$ cat src/rtl/intersection_phase_scheduler_pkg.sv
// Shared types for the intersection phase scheduler: light codes, phase states, directions.
package intersection_phase_scheduler_pkg;

  localparam logic [1:0] RED    = 2'b00;
  localparam logic [1:0] YELLOW = 2'b01;
  localparam logic [1:0] GREEN  = 2'b11;

  localparam logic NS = 1'b0;
  localparam logic EW = 1'b1;

  typedef enum logic [2:0] {
    ALL_RED   = 3'd0,
    NS_GREEN  = 3'd1,
    NS_YELLOW = 3'd2,
    EW_GREEN  = 3'd3,
    EW_YELLOW = 3'd4,
    PED_WALK  = 3'd5
  } phase_t;

  function automatic phase_t green_of(logic dir);
    return (dir == NS) ? NS_GREEN : EW_GREEN;
  endfunction

  function automatic phase_t yellow_of(logic dir);
    return (dir == NS) ? NS_YELLOW : EW_YELLOW;
  endfunction

  // Light code shown to approach dir while the controller sits in phase p.
  function automatic logic [1:0] light_of(phase_t p, logic dir);
    if (p == green_of(dir)) return GREEN;
    if (p == yellow_of(dir)) return YELLOW;
    return RED;
  endfunction

endpackage

$ cat src/rtl/intersection_phase_scheduler_if.sv
// Request inputs and light/status outputs of the intersection phase scheduler.
interface intersection_phase_scheduler_if;
  logic       tick;
  logic [1:0] veh_req;
  logic       ped_req;
  logic [1:0] emg_req;
  logic [1:0] ns_light;
  logic [1:0] ew_light;
  logic       ped_walk;
  logic [2:0] phase;
  logic       preempt_active;

  modport master (
    output tick, veh_req, ped_req, emg_req,
    input  ns_light, ew_light, ped_walk, phase, preempt_active
  );

  modport slave (
    input  tick, veh_req, ped_req, emg_req,
    output ns_light, ew_light, ped_walk, phase, preempt_active
  );
endinterface

$ cat src/rtl/intersection_phase_scheduler_phase_timer.sv
// Shared phase timer: counts ticks, clears on phase change, freezes while held.
module phase_timer #(
  parameter int unsigned CNT_W = 6
) (
  input  logic             clk,
  input  logic             rst,
  input  logic             tick,
  input  logic             clear,
  input  logic             hold,
  input  logic [CNT_W-1:0] duration,
  output logic [CNT_W-1:0] count,
  output logic             done_c
);

  always_ff @(posedge clk or posedge rst) begin
    if (rst)                count <= '0;
    else if (clear)         count <= '0;
    else if (tick && !hold) count <= count + CNT_W'(1);
  end

  assign done_c = tick && !hold && (count == duration - CNT_W'(1));

endmodule

$ cat src/rtl/intersection_phase_scheduler.sv
// Actuated 4-way phase controller: detector requests, ped button, emergency preemption.
module intersection_phase_scheduler
  import intersection_phase_scheduler_pkg::*;
#(
  parameter int unsigned MIN_GREEN = 10,
  parameter int unsigned MAX_GREEN = 40,
  parameter int unsigned YELLOW_T  = 4,
  parameter int unsigned ALLRED_T  = 2,
  parameter int unsigned PED_T     = 8,
  parameter int unsigned CNT_W     = 6
) (
  input logic clk,
  input logic rst,
  intersection_phase_scheduler_if.slave bus
);

  phase_t           state, state_nxt;
  logic             next_dir, next_dir_nxt;
  logic             ped_pending, ped_pending_nxt;
  logic             preempt_nxt;
  logic             hold, clear, done_c;
  logic             emg_ns, emg_ew;
  logic [CNT_W-1:0] count, duration;
  logic [1:0]       ns_light, ew_light;
  logic             ped_walk, preempt_active;

  // NS wins when both approaches request preemption.
  assign emg_ns = bus.emg_req[0];
  assign emg_ew = bus.emg_req[1] & ~bus.emg_req[0];

  phase_timer #(.CNT_W(CNT_W)) u_timer (
    .clk      (clk),
    .rst      (rst),
    .tick     (bus.tick),
    .clear    (clear),
    .hold     (hold),
    .duration (duration),
    .count    (count),
    .done_c   (done_c)
  );

  always_comb begin
    state_nxt    = state;
    next_dir_nxt = next_dir;
    hold         = 1'b0;
    duration     = CNT_W'(ALLRED_T);
    unique case (state)
      ALL_RED: begin
        duration = CNT_W'(ALLRED_T);
        if (done_c) begin
          if (emg_ns)           state_nxt = NS_GREEN;
          else if (emg_ew)      state_nxt = EW_GREEN;
          else if (ped_pending) state_nxt = PED_WALK;
          else if (bus.veh_req[next_dir] || !bus.veh_req[~next_dir])
                                state_nxt = green_of(next_dir);
          else                  state_nxt = green_of(~next_dir);
        end
      end
      NS_GREEN: begin
        duration = CNT_W'(MAX_GREEN);
        hold     = emg_ns;
        if (emg_ew) state_nxt = NS_YELLOW;
        else if (!emg_ns && bus.tick &&
                 (done_c || (count >= CNT_W'(MIN_GREEN - 1) && (bus.veh_req[1] || ped_pending))))
          state_nxt = NS_YELLOW;
      end
      EW_GREEN: begin
        duration = CNT_W'(MAX_GREEN);
        hold     = emg_ew;
        if (emg_ns) state_nxt = EW_YELLOW;
        else if (!emg_ew && bus.tick &&
                 (done_c || (count >= CNT_W'(MIN_GREEN - 1) && (bus.veh_req[0] || ped_pending))))
          state_nxt = EW_YELLOW;
      end
      NS_YELLOW: begin
        duration = CNT_W'(YELLOW_T);
        if (done_c) begin
          state_nxt    = ALL_RED;
          next_dir_nxt = EW;
        end
      end
      EW_YELLOW: begin
        duration = CNT_W'(YELLOW_T);
        if (done_c) begin
          state_nxt    = ALL_RED;
          next_dir_nxt = NS;
        end
      end
      PED_WALK: begin
        duration = CNT_W'(PED_T);
        if (|bus.emg_req || done_c) state_nxt = ALL_RED;
      end
      default: state_nxt = ALL_RED;
    endcase

    clear = (state_nxt != state);
    // Entering the walk consumes the request; a press on that same cycle is dropped.
    ped_pending_nxt = (state_nxt == PED_WALK && state != PED_WALK) ? 1'b0
                                                                    : (ped_pending | bus.ped_req);
    preempt_nxt = (state_nxt == NS_GREEN && emg_ns) || (state_nxt == EW_GREEN && emg_ew);
  end

  always_ff @(posedge clk or posedge rst) begin
    if (rst) begin
      state          <= ALL_RED;
      next_dir       <= NS;
      ped_pending    <= 1'b0;
      ns_light       <= RED;
      ew_light       <= RED;
      ped_walk       <= 1'b0;
      preempt_active <= 1'b0;
    end else begin
      state          <= state_nxt;
      next_dir       <= next_dir_nxt;
      ped_pending    <= ped_pending_nxt;
      ns_light       <= light_of(state_nxt, NS);
      ew_light       <= light_of(state_nxt, EW);
      ped_walk       <= (state_nxt == PED_WALK);
      preempt_active <= preempt_nxt;
    end
  end

  assign bus.ns_light       = ns_light;
  assign bus.ew_light       = ew_light;
  assign bus.ped_walk       = ped_walk;
  assign bus.phase          = state;
  assign bus.preempt_active = preempt_active;

endmodule

$ cat src/flat_wrapper.sv
// flat-port wrapper written by rule: the top's interface ports become plain ports
module intersection_phase_scheduler_flat import intersection_phase_scheduler_pkg::*;
#(
  parameter int unsigned MIN_GREEN = 10,
  parameter int unsigned MAX_GREEN = 40,
  parameter int unsigned YELLOW_T  = 4,
  parameter int unsigned ALLRED_T  = 2,
  parameter int unsigned PED_T     = 8,
  parameter int unsigned CNT_W     = 6
)
  (clk, rst, bus_tick, bus_veh_req, bus_ped_req, bus_emg_req, bus_ns_light, bus_ew_light, bus_ped_walk, bus_phase, bus_preempt_active);
  intersection_phase_scheduler_if bus_i ();
  input logic clk;
  input logic rst;
  input wire logic [$bits(bus_i.tick)-1:0] bus_tick;
  input wire logic [$bits(bus_i.veh_req)-1:0] bus_veh_req;
  input wire logic [$bits(bus_i.ped_req)-1:0] bus_ped_req;
  input wire logic [$bits(bus_i.emg_req)-1:0] bus_emg_req;
  output wire logic [$bits(bus_i.ns_light)-1:0] bus_ns_light;
  output wire logic [$bits(bus_i.ew_light)-1:0] bus_ew_light;
  output wire logic [$bits(bus_i.ped_walk)-1:0] bus_ped_walk;
  output wire logic [$bits(bus_i.phase)-1:0] bus_phase;
  output wire logic [$bits(bus_i.preempt_active)-1:0] bus_preempt_active;
  assign bus_i.tick = bus_tick;
  assign bus_i.veh_req = bus_veh_req;
  assign bus_i.ped_req = bus_ped_req;
  assign bus_i.emg_req = bus_emg_req;
  assign bus_ns_light = bus_i.ns_light;
  assign bus_ew_light = bus_i.ew_light;
  assign bus_ped_walk = bus_i.ped_walk;
  assign bus_phase = bus_i.phase;
  assign bus_preempt_active = bus_i.preempt_active;
  intersection_phase_scheduler #(.MIN_GREEN(MIN_GREEN), .MAX_GREEN(MAX_GREEN), .YELLOW_T(YELLOW_T), .ALLRED_T(ALLRED_T), .PED_T(PED_T), .CNT_W(CNT_W)) u_core (.clk(clk), .rst(rst), .bus(bus_i));
endmodule
$ cat config.mk
export PLATFORM = sky130hd
export DESIGN_NAME = intersection_phase_scheduler_flat
export DESIGN_NICKNAME = d
export VERILOG_FILES = /design/src/rtl/intersection_phase_scheduler_pkg.sv /design/src/rtl/intersection_phase_scheduler_if.sv /design/src/rtl/intersection_phase_scheduler_phase_timer.sv /design/src/rtl/intersection_phase_scheduler.sv /design/src/flat_wrapper.sv
export SDC_FILE = /design/constraint.sdc
export NUM_CORES = 1
export LEC_CHECK = 0
export CORE_MARGIN = 2
export CORE_UTILIZATION = 48
export DETAILED_ROUTE_END_ITERATION = 16
export PLACE_DENSITY = 0.75
export SLEW_MARGIN = 20
export SYNTH_ARGS = -nofsm -noshare
export SYNTH_HDL_FRONTEND = slang
export SYNTH_SLANG_ARGS = --single-unit
$ cat constraint.sdc
create_clock -name clk -period 3.2 [get_ports clk]
set_clock_uncertainty 0.2 [all_clocks]
set_input_delay 0.96 -clock clk [delete_from_list [all_inputs] [get_ports clk]]
set_output_delay 0.96 -clock clk [all_outputs]
set_load 0.05 [all_outputs]
==> summary.md <==
| Metric | Value |
|---|---|
| Outcome | `complete, no violations` |
| Total grt overflow | `0` |
| Tightest Pin Transition | `0.610 ns` |
| Grt peak-use layer | `met2` |
| Clock period minus worst slack | `3.10 ns` |
| Largest net degree at the start of global routing | `22` |
| Remaining DRCs | `0` |
| Post-synth EDFFs | `0` |
| Area grow syn2layout | `20.9%` |
| Worst Setup EP | `u_core.u_timer.count[5]$_DFFE_PP0P_` |
| First-pass GRT wire length | `5.20 mm` |
| TritonRoute pass-1 iters | `4` |
| Non-filler cells, final | `201` |
| Clock Path Buffers | `2` |
| RSZ-0062 raised after global routing | `no` |
| Port bufs | `16` |
| Pwr per Cell Area | `854 nW/um2` |
| Synth unique cells | `52` |
| Synthesized cell area | `1320 um2` |
| Clk_lat worst skew | `0.29 ns` |
| CP Max Fanout | `6` |
| DR WL/cell | `between 15 and 20 um` |
| Worst slew margin | `0.593` |
| Crit path max-delay cell type | `clkdlybuf4s50_1` |
| Element type at the critical path end | `register` |
| Root buffer cell | `clkbuf_4` |
| Maximum VDD drop | `0.548 mV` |
| Hpwl dp | `between 2 and 2.5 mm` |
| Vias in the first global route | `around 1200` |
| Mapped Avg Cell Area | `9.18 um2` |
| Met2 GRT Util | `0.319` |
| Element type at the critical path start | `input port` |
| CTS tree | `done` |
| FFs w/ async S/R, synth | `1.00` |
| Critical path buffer and inverter count | `2` |
| Drt total wl | `around 3.2 mm` |
| Design Area, Final | `1600 um2` |
| Synthesized instance count | `144` |
| Highest cell delay on the worst timing path | `approximately 0.45 ns` |
| Iter 0 DRT Violations | `approximately 50` |
| CTS Sinks | `17` |
| Final period utilization | `0.970` |
| # Max-Cap Violations | `0` |
| Critical-path cell list | `clkdlybuf4s50_1 > and2b_2 > a221oi_2 > o21a_1 > nand4_1 > buf_6 > mux2i_4 > a221o_2 > nor3b_2` |
| R2r setup slk | `between 0.2 and 0.25 ns` |
| Critical path launch point | `bus_emg_req[1]` |
| H-Tree Depth | `1` |
| Family with the most delay on the worst path | `compound AO/OA/AOI/OAI gates` |
| Sequential-to-total area share from yosys stat | `0.322` |
| Clock slew at reported path FFs | `0.10 ns` |
| Critical path depth | `9` |
| Final nets | `183` |
| Critical path type | `input port to register` |
| Die area | `3190 um2` |
| Final core occ | `0.595` |
| Commonest register cell after synthesis | `dfrtp_1` |
| Total CTS buffers | `3` |
| Vias per Instance | `5.90` |
| Routability Congestion | `slightly below 0.9` |
| Met3 GRT Util | `0.0507` |
| Initial Util | `0.492` |
| Post-Syn Nets | `approximately 160` |
| Max Slew Vio Count | `0` |
| Initial antenna violation count | `0` |
| F_max | `322 MHz` |
| CP required | `3.22 ns` |
| Layout cells sized above 1 | `0.212` |
| Die width | `56.5 um` |
| I/O pins | `17` |
| Setup violators final | `0` |
| Inst Count DP | `195` |
| Hold WS | `0.308 ns` |
| Site Rows | `19` |
| CTS Hold Bufs | `0` |
| CP arrival | `3.13 ns` |
| Leak | `~0.73 nW` |
| Most common cell after layout, fill and taps aside | `dfrtp_1` |
| Number of synthesized register bits | `17` |
| Placed Area | `between 1500 and 2000 um2` |
| Antenna cells | `0` |
| ANT nets after route | `0` |
| Vias | `1185` |
| R2R depth | `12` |
| R2R Path End | `u_core.u_timer.count[5]$_DFFE_PP0P_` |
| Tot GR Track Use | `0.204` |
| Final Hold Vio Count | `0` |
| Chip Height | `56.5 um` |
| Commonest non-fill, non-tap cells in the layout | `dfrtp_1, clkdlybuf4s50_1, buf_4` |
| Hold Crit Class | `register to register` |
| Worst r2r src | `u_core.bus.phase[0]$_DFF_PP0_` |
| Core area | `2690 um2` |
| Ys Warns | `0` |
| Met1 usage | `0.269` |
[kinds of logic after synthesis]
kind of cell | Yosys count | share of synthesized area
flip-flops | 17 | 0.322
adder cells (fa/ha/maj) | 5 | 0.0455
AND/OR/NAND/NOR | 53 | 0.216
multiplexers | 7 | 0.0606
XOR/XNOR | 8 | 0.0530
AO/OA/AOI/OAI | 34 | 0.205
buffers and inverters | 20 | 0.0975
[sequential cells by signal, indices dropped and copies added (netlist names)]
signal	count
u_core.u_timer.count	6
u_core.bus.phase	3
u_core.bus.ew_light	2
u_core.bus.ns_light	2
u_core.bus.ped_walk	1
u_core.bus.preempt_active	1
u_core.next_dir	1
u_core.ped_pending	1
[worst min path at each step]
stage	start	end	slack, ns	depth (start not counted)
after floorplan	u_core.next_dir$_DFFE_PP0P_	u_core.next_dir$_DFFE_PP0P_	0.27	1
after global placement	u_core.next_dir$_DFFE_PP0P_	u_core.next_dir$_DFFE_PP0P_	0.29	1
after detailed placement	u_core.next_dir$_DFFE_PP0P_	u_core.next_dir$_DFFE_PP0P_	0.29	1
after CTS	u_core.next_dir$_DFFE_PP0P_	u_core.next_dir$_DFFE_PP0P_	0.31	1
after global routing	u_core.next_dir$_DFFE_PP0P_	u_core.next_dir$_DFFE_PP0P_	0.33	1
final	u_core.next_dir$_DFFE_PP0P_	u_core.next_dir$_DFFE_PP0P_	0.31	1
[worst reg2reg max path: stages, from the launching register on]
cell	delay [ns]
dfrtp_1	0.36
inv_1	0.10
a21oi_1	0.23
inv_1	0.11
ha_1	0.24
xnor2_2	0.18
mux2i_1	0.24
a32o_1	0.15
nand4_1	0.11
buf_6	0.15
mux2i_4	0.18
a221o_2	0.44
nor3b_2	0.20
[final cells by class]
cell class | instances | area [um2]
clock inverters | 1 | 7.51
clock buffers | 3 | 22.5
repair buffers | 31 | 279
fillers | 229 | 1090
well taps | 31 | 38.8
inverters | 11 | 41.3
multi-input cells | 107 | 783
flip-flops and latches | 17 | 425
[cell usage after synthesis, types with 2 or more instances]
cell	n	area (um2)
a21oi_1	3	15.0
a31oi_1	2	12.5
and2_1	2	12.5
buf_6	4	45.0
clkbuf_1	2	7.51
clkbuf_8	2	27.5
dfrtp_1	17	425
ha_1	4	50.1
inv_1	11	41.3
mux2i_1	4	40.0
nand2_1	13	48.8
nand2b_1	2	12.5
nand3_1	4	20.0
nand4_1	2	12.5
nor2_1	13	48.8
nor2b_1	2	12.5
nor3_1	3	15.0
nor3b_1	2	15.0
nor3b_2	2	25.0
o211ai_1	2	15.0
o21a_1	3	22.5
o21ai_0	7	35.0
o31a_2	2	20.0
o31ai_1	2	15.0
xnor2_1	4	35.0
xor2_1	4	35.0
[power breakdown]
group / internal (mW) / switching [mW] / leakage (nW)
sequential: 0.277 / 0.0458 / 0.218
combinational: 0.379 / 0.545 / 0.494
clock: 0.0476 / 0.0698 / 0.0139
[metrics by stage]
| stage | TNS (ns) | setup WS (ns) | total power [mW] |
|---|---|---|---|
| floorplan | 0 | 0.0830 | 1.00 |
| global placement | -1.56 | -0.207 | 1.18 |
| detailed placement | -2.08 | -0.282 | 1.20 |
| CTS | 0 | 0.0367 | 1.32 |
| global route | 0 | 0.0241 | 1.45 |
| finish | 0 | 0.0957 | 1.36 |
[what timing repair did]
action,CTS,global route
resized for setup,0,4
setup buffers,0,2
setup endpoints to repair,0,5
hold endpoints to repair,0,0
[per-layer routing]
metal	up-vias	wire length (um)
met5	-	0
met4	0	83
met3	12	226
met2	52	1510
met1	558	1340
li1	563	-
Note: power is estimated with default switching activity, not from simulation.
